$ cat config.mk
export PLATFORM = sky130hd
export DESIGN_NAME = dcache_port_arbiter
export DESIGN_NICKNAME = d
export VERILOG_FILES = /design/src/rtl/dcache_port_arbiter_pkg.sv /design/src/rtl/dcache_port_arbiter.sv
export SDC_FILE = /design/constraint.sdc
export NUM_CORES = 1
export LEC_CHECK = 0
export CORE_UTILIZATION = 40
export DETAILED_ROUTE_END_ITERATION = 16
export GPL_TIMING_DRIVEN = 0
export HOLD_SLACK_MARGIN = 0.02
export MAX_ROUTING_LAYER = met4
export PLACE_DENSITY = 0.94
export SLEW_MARGIN = 20
export SYNTH_ARGS = -nofsm -noshare
export SYNTH_HDL_FRONTEND = slang
export SYNTH_SLANG_ARGS = --single-unit
export TNS_END_PERCENT = 5
$ cat constraint.sdc
create_clock -name i_clk -period 5.9 [get_ports i_clk]
set_input_delay 1.18 -clock i_clk [delete_from_list [all_inputs] [get_ports i_clk]]
set_output_delay 1.18 -clock i_clk [all_outputs]
set_load 0.01 [all_outputs]
$ cat src/rtl/dcache_port_arbiter_pkg.sv
// Shared types for the d-cache port arbiter: FSM states, grant decision and address masking.
// Pure declarations; no timing or flow control lives here.
package dcache_port_arbiter_pkg;

    typedef enum logic [2:0] {
        ARB_IDLE,
        ARB_LD_BUSY,
        ARB_ST_BUSY,
        ARB_DRAIN,
        ARB_GAP
    } dport_state_t;

    typedef enum logic [1:0] {
        GNT_NONE,
        GNT_LD,
        GNT_ST
    } grant_t;

    localparam logic [31:0] WORD_MASK = 32'hFFFF_FFFC;
    localparam logic [3:0]  BE_ALL    = 4'hF;

endpackage

$ cat src/rtl/dcache_port_arbiter.sv
// Arbitrates the single d-cache port between load and store queue heads; strobe 1 cycle after grant.
// Requests are held by the queues until done; one idle GAP cycle follows every response.
module dcache_port_arbiter
    import dcache_port_arbiter_pkg::*;
#(
    parameter int MAX_LD_STREAK = 4,
    parameter int CNT_W         = 3
) (
    input  logic        i_clk,
    input  logic        i_rst,
    input  logic        i_flush,
    input  logic        i_ld_req,
    input  logic [31:0] i_ld_addr,
    input  logic        i_st_req,
    input  logic [31:0] i_st_addr,
    input  logic [31:0] i_st_wdata,
    input  logic [3:0]  i_st_be,
    output logic        o_ld_done,
    output logic [31:0] o_ld_rdata,
    output logic        o_st_done,
    output logic        o_flush_busy,
    output logic        o_mem_read,
    output logic        o_mem_write,
    output logic [31:0] o_mem_address,
    output logic [31:0] o_mem_wdata,
    output logic [3:0]  o_mem_byte_enable,
    input  logic        i_mem_resp,
    input  logic [31:0] i_mem_rdata
);

    dport_state_t     r_state,  w_state_nxt;
    logic [CNT_W-1:0] r_streak, w_streak_nxt;
    logic [31:0]      r_addr,   w_addr_nxt;
    logic [31:0]      r_wdata,  w_wdata_nxt;
    logic [3:0]       r_be,     w_be_nxt;
    logic             r_is_st,  w_is_st_nxt;
    logic             w_ld_done;
    logic             w_st_done;
    logic             w_streak_full;
    grant_t           w_grant;

    // A same-word hazard always lets the store go first so the load observes its data.
    function automatic grant_t pick_grant(
        input logic        ld,
        input logic        st,
        input logic [31:0] la,
        input logic [31:0] sa,
        input logic        full
    );
        logic hazard;
        hazard = ld & st & (((la ^ sa) & WORD_MASK) == 32'h0);
        if (st && (!ld || hazard || full)) return GNT_ST;
        if (ld) return GNT_LD;
        return GNT_NONE;
    endfunction

    assign w_streak_full = (r_streak == CNT_W'(MAX_LD_STREAK));
    assign w_grant       = pick_grant(i_ld_req, i_st_req, i_ld_addr, i_st_addr, w_streak_full);

    always_comb begin
        w_state_nxt  = r_state;
        w_streak_nxt = r_streak;
        w_addr_nxt   = r_addr;
        w_wdata_nxt  = r_wdata;
        w_be_nxt     = r_be;
        w_is_st_nxt  = r_is_st;
        w_ld_done    = 1'b0;
        w_st_done    = 1'b0;
        case (r_state)
            ARB_IDLE: begin
                if (i_flush) begin
                    w_streak_nxt = '0;
                end else if (w_grant == GNT_LD) begin
                    w_state_nxt = ARB_LD_BUSY;
                    w_addr_nxt  = i_ld_addr & WORD_MASK;
                    w_be_nxt    = BE_ALL;
                    w_is_st_nxt = 1'b0;
                    if (!i_st_req)          w_streak_nxt = '0;
                    else if (!w_streak_full) w_streak_nxt = r_streak + CNT_W'(1);
                end else if (w_grant == GNT_ST) begin
                    w_state_nxt  = ARB_ST_BUSY;
                    w_addr_nxt   = i_st_addr & WORD_MASK;
                    w_wdata_nxt  = i_st_wdata;
                    w_be_nxt     = i_st_be;
                    w_is_st_nxt  = 1'b1;
                    w_streak_nxt = '0;
                end
            end
            ARB_LD_BUSY, ARB_ST_BUSY: begin
                if (i_mem_resp) begin
                    w_state_nxt = ARB_GAP;
                    w_ld_done   = (r_state == ARB_LD_BUSY) & ~i_flush & ~i_rst;
                    w_st_done   = (r_state == ARB_ST_BUSY) & ~i_flush & ~i_rst;
                end else if (i_flush) begin
                    w_state_nxt = ARB_DRAIN;
                end
            end
            ARB_DRAIN: begin
                if (i_mem_resp) w_state_nxt = ARB_GAP;
            end
            ARB_GAP: begin
                w_state_nxt = ARB_IDLE;
                if (i_flush) w_streak_nxt = '0;
            end
            default: w_state_nxt = ARB_IDLE;
        endcase
    end

    always_ff @(posedge i_clk) begin
        if (i_rst) begin
            r_state  <= ARB_IDLE;
            r_streak <= '0;
            r_addr   <= '0;
            r_wdata  <= '0;
            r_be     <= '0;
            r_is_st  <= 1'b0;
        end else begin
            r_state  <= w_state_nxt;
            r_streak <= w_streak_nxt;
            r_addr   <= w_addr_nxt;
            r_wdata  <= w_wdata_nxt;
            r_be     <= w_be_nxt;
            r_is_st  <= w_is_st_nxt;
        end
    end

    // DRAIN keeps presenting the flushed access until the cache answers it.
    assign o_mem_read        = (r_state == ARB_LD_BUSY) | ((r_state == ARB_DRAIN) & ~r_is_st);
    assign o_mem_write       = (r_state == ARB_ST_BUSY) | ((r_state == ARB_DRAIN) &  r_is_st);
    assign o_mem_address     = r_addr;
    assign o_mem_wdata       = r_wdata;
    assign o_mem_byte_enable = r_be;
    assign o_flush_busy      = (r_state == ARB_DRAIN);
    assign o_ld_done         = w_ld_done;
    assign o_st_done         = w_st_done;
    assign o_ld_rdata        = w_ld_done ? i_mem_rdata : 32'h0;

endmodule

==> results of run 1 <==
## registers in the layout, summed over array words and instances, names as in the netlist
register / cells
o_mem_address: 30
o_mem_byte_enable: 4
o_mem_wdata: 32
r_is_st: 1
r_state: 3
r_streak: 3
## report_power, final
group / total, mW / internal [mW] / switching [mW]
Sequential: 0.556 / 0.533 / 0.0225
Clock: 0.433 / 0.238 / 0.195
Combinational: 0.394 / 0.221 / 0.173
Total: 1.38 / 0.992 / 0.391
## metal layers
metal | vias up | global-route usage | part of all wire | wire length (um)
met5 | - | - | 0 | 0
met4 | 0 | 0.107 | 0.026 | 334
met3 | 34 | 0.0450 | 0.062 | 799
met2 | 196 | 0.449 | 0.50 | 6430
met1 | 1822 | 0.295 | 0.41 | 5270
li1 | 1965 | - | - | -
## path summary, 6_finish.rpt
| path | to | slack [ns] | cells after the start |
|---|---|---|---|
| setup / recovery | o_ld_rdata[9] | 1.14 | 7 |
| hold / removal | o_mem_wdata[22] | 0.46 | 2 |
| setup reg to reg | o_mem_address[10] | 3.75 | 7 |
| hold reg to reg | o_mem_wdata[22] | 0.46 | 2 |
## worst min-delay path, stage by stage (launching register included)
cell and delay [ns]:
dfxtp_1 0.31, nand2_1 0.05, mux2i_1 0.06
## stage by stage
stage,worst slack [ns],utilization
after floorplan,2.50,-
after global placement,1.23,0.684
after detailed placement,1.19,0.684
after CTS,1.18,0.708
after global routing,1.04,0.708
final,1.14,0.708
## logic make-up (layout without fill, tap and decap cells)
kind of cell / Yosys count / count (layout) / share of synthesized area
compound gates: 53 / 53 / 0.0984
xor+xnor: 31 / 31 / 0.0717
fa+ha+maj: 2 / 2 / 0.00661
buf+inv: 43 / 295 / 0.0575
flops: 73 / 73 / 0.386
mux: 62 / 62 / 0.164
other cells: 1 / 2 / 0.000990
simple gates: 171 / 171 / 0.215
## cells in the final DEF, fill, tap and decap left out
master	Yosys	routed
clkdlybuf4s50_1	0	236
nand4b_1	1	1
nand4_1	8	8
nor3_1	4	4
nor2_1	44	44
buf_1	2	2
clkinvlp_4	0	1
and3b_1	1	1
clkbuf_8	0	9
nor4_2	2	2
clkbuf_1	19	19
o31ai_1	1	1
clkinv_4	0	2
a21oi_1	10	10
ha_1	2	2
nor4bb_1	1	1
and2_1	32	32
o21a_1	1	1
buf_4	5	5
nand2b_1	11	11
a211oi_1	35	35
nand3_1	5	5
bufinv_16	0	2
xnor2_1	31	31
a31oi_2	1	1
a31oi_1	1	1
nand2_1	62	62
conb_1	1	2
inv_1	11	11
buf_2	3	3
o221a_1	1	1
mux2i_1	62	62
clkinv_2	0	2
buf_8	3	3
dfxtp_1	73	73
o21ai_0	3	3
## area by class of cell
class | instances | area share
buffer | 32 | 0.0271
clock buffer | 9 | 0.0190
clock inverter | 7 | 0.0146
inverter | 11 | 0.00634
multi-input combinational | 321 | 0.324
sequential | 73 | 0.224
tap | 111 | 0.0213
timing repair buffer | 236 | 0.363
==> qor.csv, run 1 <==
stage,metric,value,unit
final_layout,layout cells sized above 1,0.0435,
final_layout,Layout fillers,690,
final_layout,final instance area,6510,sq um
global_routing,antenna violations before repair,0,
final_layout,Inserted Diodes,0,
global_routing,largest net degree at the start of global routing,14,
global_routing,global-route wire length before repair,19300,um
clock_network,H-tree levels,3,
global_routing,vias in the first global route,3974,
logic_synthesis,largest cells by area after synthesis,"dfxtp_1 (39%), mux2i_1 (16%), xnor2_1 (7.2%)",
logic_synthesis,syn_area_per_cell,8.69,sq um
logic_synthesis,synth warn,0,
setup_path,CP Launch Type,primary input,
floorplanning,Core Area,9200,sq um
setup_path,"CP delay by family, top",buffers and inverters,
route,final wirelength,12800,um
logic_synthesis,Syn Std Cell Area,3790,sq um
floorplanning,Starting Density,0.412,
setup_path,Critical Path Slowest Stage Cell,clkdlybuf4s50_1,
route,DR pass1 iterations,5,
place,# placed instances,784,
timing,Final setup viols,0,
timing,Hold WS,0.464,ns
route,# DRC,0,
clock_network,clock tree buffer depth,2,
floorplanning,die area,9860,sq um
pwr,power per standard cell area,212,nW/um^2
final_layout,Layout area overhead,71.9,%
global_routing,Overflow after GRT,0,
clock_network,Clock Sinks,73,
timing,minimum clock period,4.76,ns
place,dpl hpwl,10300,um
route,drt initial violations,154,
setup_path,Setup CP Type,primary input to output port,
logic_synthesis,cells after synthesis,436,
pwr,Lkg Pwr,2.42,nW
setup_path,buffers plus inverters on the worst setup path,3,
timing,slew margin rel.,0.608,
logic_synthesis,most frequent cell after synthesis,dfxtp_1,
timing,Tcrit/Tclk final,0.807,
place,Buffers on Ports,236,
worst_hold_path,min-delay worst type,flop to flop,
final_layout,Reg area,1460,sq um
logic_synthesis,cell taking the most area after synthesis,dfxtp_1,
floorplanning,Ports,243,
timing,RSZ-0062 raised after global routing,no,
final_layout,area of the multi-input gates,2110,sq um
final_layout,Finished Layout Cells,800,
clock_network,clock root buffer,clkbuf_8,
floorplanning,num rows,35,
pwr,Max IR drop VDD,116,uV
run,max cap viols,0,
global_routing,Tot GR Track Use,0.259,
timing,worst slew pin tran,0.583,ns
setup_path,Setup crit start,i_flush,
timing,Setup Skew,0.0126,ns
setup_path,Crit path top cell by count,clkdlybuf4s50_1,
pwr,Tot Pwr,1.38,mW
clock_network,latest clock arrival within the worst-skew pair,0.34,ns
worst_hold_path,HP Start,o_mem_wdata[22],
place,placer congestion estimate,0.825,
clock_network,post-CTS setup buffer count,0,
timing,TNS Setup,0,ns
route,per-cell routed wire length,16.0,um
setup_path,peak fanout along the critical path,10,
logic_synthesis,"flops & latches, synth",73,
clock_network,clock slew at reported path FFs,0.08,ns
floorplanning,Die W,99.3,um
route,"antenna viol nets, final",0,
setup_path,Critical Path RT,4.72,ns
timing,Final Max Tran Viols,0,
route,detailed-route via count,4017,
logic_synthesis,top cell type's share of synthesized area,0.386,
clock_network,clock buffer count from CTS,9,
logic_synthesis,Post-synth ARST share,0,
setup_path,critical-path cell list,clkdlybuf4s50_1 -> nor2_1 -> nand3_1 -> nor3_1 -> clkbuf_1 -> and2_1 -> clkdlybuf4s50_1,
clock_network,post-CTS sizing,0,
route,Vias/cell,5.02,
setup_path,Reg-to-Reg Start,r_state[0],
floorplanning,Die Span Y,99.3,um
setup_path,CP Capture Type,output port,
logic_synthesis,proportion of synthesized chip area in sequential cells,0.386,
clock_network,CTS tree,done,
final_layout,count of nets after finishing,824,
logic_synthesis,synth cell count leaders,"dfxtp_1 (73), mux2i_1 (62), nand2_1 (62)",
place,Area after DPL,6290,sq um
logic_synthesis,Unique masters post-synth,30,
setup_path,critical path's largest stage delay,0.55,ns
setup_path,worst path arrival time,3.58,ns
timing,Max Clk Rate,0.210,GHz
timing,Fin. Hold Viols,0,
logic_synthesis,Post-synth EDFFs,0,
logic_synthesis,"Primary FF master, synth",dfxtp_1,
clock_network,CTS Hold Bufs,0,
status,outcome,finished clean,
Power figures use the tool's default switching activity.
==> run 2: changes to the inputs <==
Settings changed: CORE_UTILIZATION 40 to 33, PLACE_DENSITY 0.94 to 0.84.
Clock period 5.9 ns to 4 ns, I/O delays scaled along.
==> run 2 against run 1 <==
Effect of this change: flip-flop and latch count unchanged; clock-buffer cell count up 2; non-clock buffer count unchanged; combinational power up 47%; first-iteration DRC count up 38%; clock power up 99%; sequential share of layout area down 0.48 points; cell area up 2.2%; critical path type unchanged.
==> qor.csv, run 2 (synthesis results as in run 1) <==
stage,metric,value,unit,change
status,outcome,finished clean,,
floorplanning,num rows,38,,+8.6%
global_routing,Overflow after GRT,0,,unchanged
timing,slew margin rel.,0.605,,-0.00307
global_routing,antenna violations before repair,0,,unchanged
timing,minimum clock period,3.81,ns,
timing,Tcrit/Tclk final,0.952,,
setup_path,worst path arrival time,3.01,ns,-0.57 ns
global_routing,largest net degree at the start of global routing,13,,-1
route,detailed-route via count,3967,,-1.2%
clock_network,clock slew at reported path FFs,0.05,ns,-0.03 ns
route,DR pass1 iterations,4,,-1
timing,worst slew pin tran,0.592,ns,+0.00909 ns
clock_network,clock tree buffer depth,2,,unchanged
pwr,Max IR drop VDD,232,uV,+100%
final_layout,Inserted Diodes,0,,unchanged
place,Buffers on Ports,236,,unchanged
route,drt initial violations,213,,+38%
timing,Final setup viols,0,,unchanged
timing,Setup Skew,0.00521,ns,-0.00742 ns
floorplanning,die area,11900,sq um,+21%
final_layout,count of nets after finishing,824,,unchanged
setup_path,critical-path cell list,clkdlybuf4s50_1 -> inv_1 -> nand3_1 -> nor3_2 -> clkbuf_1 -> and2_1 -> clkdlybuf4s50_1,,
setup_path,Critical Path RT,3.20,ns,-1.52 ns
global_routing,vias in the first global route,3999,,+0.63%
floorplanning,Core Area,11000,sq um,+20%
global_routing,Tot GR Track Use,0.216,,-0.0424
route,"antenna viol nets, final",0,,unchanged
clock_network,post-CTS setup buffer count,0,,unchanged
timing,RSZ-0062 raised after global routing,no,,
place,dpl hpwl,10200,um,-0.56%
pwr,power per standard cell area,340,nW/um^2,+60%
setup_path,CP Capture Type,output port,,
clock_network,CTS tree,done,,
final_layout,layout cells sized above 1,0.0422,,-0.00139
global_routing,global-route wire length before repair,19300,um,-0.32%
worst_hold_path,min-delay worst type,flop to flop,,
route,final wirelength,12900,um,+0.58%
timing,Final Max Tran Viols,0,,unchanged
final_layout,Finished Layout Cells,828,,+3.5%
setup_path,Crit path top cell by count,clkdlybuf4s50_1,,
setup_path,Critical Path Slowest Stage Cell,clkdlybuf4s50_1,,
setup_path,Setup CP Type,primary input to output port,,
route,# DRC,0,,unchanged
clock_network,clock buffer count from CTS,9,,unchanged
setup_path,peak fanout along the critical path,10,,unchanged
setup_path,buffers plus inverters on the worst setup path,4,,+1
final_layout,"most common cell after layout, fill and taps aside",clkdlybuf4s50_1,,
clock_network,latest clock arrival within the worst-skew pair,0.32,ns,-0.02 ns
place,# placed instances,813,,+3.7%
final_layout,max reg flops,32,,unchanged
place,Area after DPL,6330,sq um,+0.58%
clock_network,clock root buffer,clkbuf_16,,
place,placer congestion estimate,0.834,,+1.1%
run,max cap viols,0,,unchanged
timing,Max Clk Rate,0.262,GHz,
pwr,Tot Pwr,2.26,mW,+64%
floorplanning,Starting Density,0.343,,-0.0685
floorplanning,Die W,109,um,+9.9%
final_layout,utilization after layout,0.603,,-0.105
pwr,Lkg Pwr,2.47,nW,+1.8%
setup_path,CP Launch Type,primary input,,
final_layout,Layout area overhead,75.7,%,
final_layout,most frequent cells in the layout,"clkdlybuf4s50_1 (236), dfxtp_1 (73), nand2_1 (62), mux2i_1 (62), nor2_1 (44)",,
final_layout,final instance area,6650,sq um,+2.2%
setup_path,"CP delay by family, top",buffers and inverters,,
route,per-cell routed wire length,15.6,um,-2.8%
route,Vias/cell,4.79,,-4.6%
timing,TNS Setup,0,ns,unchanged
setup_path,critical path's largest stage delay,0.55,ns,about the same
clock_network,H-tree levels,3,,unchanged
floorplanning,Die Span Y,109,um,+9.9%
clock_network,Clock Sinks,73,,unchanged
timing,Fin. Hold Viols,0,,unchanged
floorplanning,Ports,243,,unchanged
## run 2: cell count changes in the layout (fill, tap and decap cells not counted)
cell,delta
clkinv_2,-2
nor3_1,-1
clkinv_4,-2
clkbuf_8,-8
clkbuf_16,+9
inv_6,+1
nor3_2,+1
clkbuf_1,+1
## run 2: report_power, final
| part | switching, mW | internal (mW) |
|---|---|---|
| registers | 0.0336 | 0.788 |
| logic | 0.254 | 0.326 |
| clock network | 0.300 | 0.562 |
| total | 0.588 | 1.68 |
## run 2: per-layer routing
layer | GRT usage | wire length (um) | part of all wire | vias to the layer above
met5 | - | 0 | 0 | -
met4 | 0.0666 | 116 | 0.0090 | 0
met3 | 0.0508 | 864 | 0.067 | 8
met2 | 0.376 | 6550 | 0.51 | 163
met1 | 0.245 | 5370 | 0.42 | 1831
li1 | - | - | - | 1965
## run 2: worst register-to-register path: cells and delay by family (launching register included)
family / cells / cell delay [ns]
buffers and inverters: 3 / 0.87
and+or+nand+nor: 3 / 0.70
DFF: 1 / 0.30
AOI/OAI and AO/OA: 1 / 0.27
## run 2: cell type report
type / count / area [sq um]
plain buffers: 32 / 176
clock buffers: 11 / 243
clock inverters: 4 / 76.3
fillers: 965 / 4380
inverters: 11 / 41.3
multi-input cells: 321 / 2120
flip-flops and latches: 73 / 1460
well taps: 140 / 175
repair buffers: 236 / 2360
## run 2: path summary, 6_finish.rpt
| check | from | slack, ns | end | cells past startpoint |
|---|---|---|---|---|
| worst max-delay path | i_rst | 0.19 | o_ld_rdata[11] | 7 |
| worst min-delay path | o_mem_wdata[4] | 0.46 | o_mem_wdata[4] | 2 |
| worst max register to register | r_state[0] | 1.77 | o_mem_address[6] | 7 |
| worst min register to register | o_mem_wdata[4] | 0.46 | o_mem_wdata[4] | 2 |
## run 2: timing repair
action	in CTS	in global routing
setup endpoints to repair	0	30
hold buffers	0	0
gates resized for setup	0	1
## run 2: metrics by stage
stage	setup WS (ns)	hold WS [ns]
after CTS	0.00574	0.458
after floorplan	1.36	0.453
after global routing	0.0238	0.477
final	0.190	0.459
after global placement	0.00156	0.441
after detailed placement	0.0185	0.450
==> run 3: changes to the inputs <==
Settings changed: GPL_TIMING_DRIVEN 0 to unset.
==> run 3 against run 2 <==
Effect of this change: power is 6.6% lower; global-route usage is 1.6 points lower; die area did not move; clock power shrank 16%; sequential share of layout area increased by 0.35 points; register-to-register slack better by 0.02 ns; final cell count fell by 2.7%; sequential power about the same; hold slack barely moved; critical endpoint is now o_ld_rdata[6]; fmax increased by 6.6%; clock skew rose by 0.00069 ns; critical path type unchanged.
==> qor.csv, run 3 (synthesis results as in run 1) <==
stage,metric,value,unit,change
clock_network,clock root buffer,clkbuf_16,,
global_routing,Tot GR Track Use,0.201,,-0.0157
pwr,Clock power frac,0.344,,-0.037
timing,Hold WS,0.459,ns,+0.0000170 ns
run,max cap viols,0,,unchanged
setup_path,critical path's largest stage delay,0.55,ns,about the same
pwr,Max IR drop VDD,160,uV,-31%
setup_path,CP Launch Type,primary input,,
floorplanning,Core Area,11000,sq um,unchanged
final_layout,layout cells sized above 1,0.0480,,+0.00590
clock_network,clock slew at reported path FFs,0.06,ns,about the same
timing,Setup Skew,0.00590,ns,+0.000690 ns
route,routed wl met3,761,um,-12%
clock_network,Clock Sinks,73,,unchanged
setup_path,buffers plus inverters on the worst setup path,3,,-1
status,outcome,finished clean,,
clock_network,clock tree buffer depth,2,,unchanged
route,per-cell routed wire length,14.8,um,-4.9%
final_layout,area of the multi-input gates,2140,sq um,+1.2%
global_routing,largest net degree at the start of global routing,59,,+46
pwr,Lkg Pwr,2.41,nW,-2.3%
route,final wirelength,11900,um,-7.4%
floorplanning,Die Span Y,109,um,unchanged
timing,Fin. Hold Viols,0,,unchanged
place,dpl hpwl,9220,um,-9.6%
timing,Tcrit/Tclk final,0.894,,-0.0586
setup_path,critical-path cell list,clkdlybuf4s50_1 -> nor2_1 -> nand3_1 -> nor3_2 -> buf_4 -> and2_1 -> clkdlybuf4s50_1,,
setup_path,Critical Path RT,3.20,ns,about the same
global_routing,Overflow after GRT,0,,unchanged
setup_path,worst path arrival time,2.78,ns,-0.23 ns
final_layout,most frequent cells in the layout,"clkdlybuf4s50_1 (235), dfxtp_1 (73), nand2_1 (62), mux2i_1 (62), nor2_1 (44)",,
pwr,power per standard cell area,323,nW/um^2,-5.2%
timing,TNS Setup,0,ns,unchanged
final_layout,max reg flops,32,,unchanged
timing,worst slew pin tran,0.764,ns,+0.172 ns
timing,Final setup viols,0,,unchanged
setup_path,Critical Path Slowest Stage Cell,clkdlybuf4s50_1,,
route,# DRC,0,,unchanged
clock_network,latest clock arrival within the worst-skew pair,0.32,ns,about the same
route,detailed-route via count,3771,,-4.9%
timing,Final Max Tran Viols,0,,unchanged
worst_hold_path,min-delay worst type,flop to flop,,
setup_path,reg2reg end,o_mem_address[16],,
route,WL met1,4940,um,-7.9%
clock_network,CTS tree,done,,
clock_network,clock buffer count from CTS,9,,unchanged
global_routing,vias in the first global route,3716,,-7.1%
route,met2 WL,6180,um,-5.7%
route,"antenna viol nets, final",0,,unchanged
pwr,switching share of power,0.277,,+0.0173
pwr,internal power,1.53,mW,-8.8%
place,# placed instances,789,,-3.0%
timing,Max Clk Rate,0.280,GHz,+6.6%
setup_path,Reg-to-Reg Start,r_state[1],,
place,placer congestion estimate,0.798,,-4.3%
timing,RSZ-0062 raised after global routing,no,,
pwr,combinational power share,0.266,,+0.010
final_layout,Finished Layout Cells,806,,-2.7%
route,DR pass1 iterations,4,,unchanged
final_layout,Inserted Diodes,0,,unchanged
route,Vias/cell,4.68,,-2.3%
setup_path,R2R depth,5,,-2
floorplanning,Die W,109,um,unchanged
pwr,sequential share of power,0.390,,+0.027
setup_path,Crit path top cell by count,clkdlybuf4s50_1,,
worst_hold_path,HP Start,o_mem_wdata[5],,
final_layout,Reg area,1460,sq um,unchanged
timing,minimum clock period,3.58,ns,-0.234 ns
worst_hold_path,Hold Path Stages,2,,unchanged
global_routing,global-route wire length before repair,17900,um,-7.0%
pwr,Net Switching,585,uW,-0.42%
floorplanning,die area,11900,sq um,unchanged
final_layout,count of nets after finishing,801,,-2.8%
setup_path,Setup CP Type,primary input to output port,,
floorplanning,Ports,243,,unchanged
route,top routing layer in use,met4,,
timing,slew margin rel.,0.491,,-0.114
place,Buffers on Ports,236,,unchanged
worst_hold_path,Hold Path Sink,o_mem_wdata[5],,
final_layout,utilization after layout,0.594,,-0.00941
clock_network,H-tree levels,3,,unchanged
clock_network,post-CTS sizing,0,,unchanged
final_layout,Layout fillers,917,,-5.0%
route,drt initial violations,146,,-31%
final_layout,"most common cell after layout, fill and taps aside",clkdlybuf4s50_1,,
floorplanning,num rows,38,,unchanged
setup_path,"CP delay by family, top",buffers and inverters,,
final_layout,Layout area overhead,72.9,%,
clock_network,post-CTS setup buffer count,0,,unchanged
setup_path,reg2reg setup slack,1.79,ns,+0.02 ns
setup_path,peak fanout along the critical path,33,,+23
clock_network,CTS Hold Bufs,0,,unchanged
global_routing,antenna violations before repair,0,,unchanged
setup_path,CP Capture Type,output port,,
floorplanning,Starting Density,0.343,,unchanged
## run 3: worst max path at each step
stage | startpoint | endpoint | slack (ns) | cells after the start
final | i_flush | o_ld_rdata[6] | 0.42 | 7
after global routing | i_flush | o_ld_rdata[5] | 0.26 | 7
after CTS | i_flush | o_ld_rdata[11] | 0.41 | 7
after detailed placement | i_st_addr[5] | o_mem_address[10] | 0.33 | 8
after global placement | i_st_addr[5] | o_mem_address[5] | 0.41 | 8
after floorplan | i_flush | o_ld_rdata[22] | 1.36 | 5
## run 3: worst register-to-register path, stage by stage, from the launching register on
cell and delay (ns):
dfxtp_1 0.39, nor2_1 0.34, and3b_2 0.77, buf_4 0.33
nor2_1 0.06, a211oi_1 0.23
## run 3: layout make-up
| class | instances | area share |
|---|---|---|
| Timing Repair Buffer | 245 | 0.375 |
| Multi-Input combinational cell | 321 | 0.327 |
| Clock inverter | 7 | 0.00707 |
| Tap cell | 140 | 0.0267 |
| Sequential cell | 73 | 0.223 |
| Clock buffer | 9 | 0.0344 |
| Inverter | 11 | 0.00630 |
## run 3: power groups by stage
stage               Sequential [mW]  Clock, mW  Combinational [mW]
floorplan                     0.857          0               0.223
global placement              0.835          0               0.547
detailed placement            0.838          0               0.560
global route                  0.831      0.789               0.607
finish                        0.824      0.727               0.561
CTS                           0.824      0.747               0.563
## run 3: metrics by stage
stage | total power, mW | area [sq um] | setup WS [ns]
final | 2.11 | 6550 | 0.424
after floorplan | 1.08 | 3790 | 1.36
after global placement | 1.38 | 6250 | 0.412
after detailed placement | 1.40 | 6250 | 0.330
after CTS | 2.13 | 6520 | 0.414
after global routing | 2.23 | 6550 | 0.255
## run 3: layer usage
metal  track usage  vias up
met3        0.0424        6
met5             -        -
li1              -     1921
met4        0.0502        0
met1         0.225     1710
met2         0.359      134
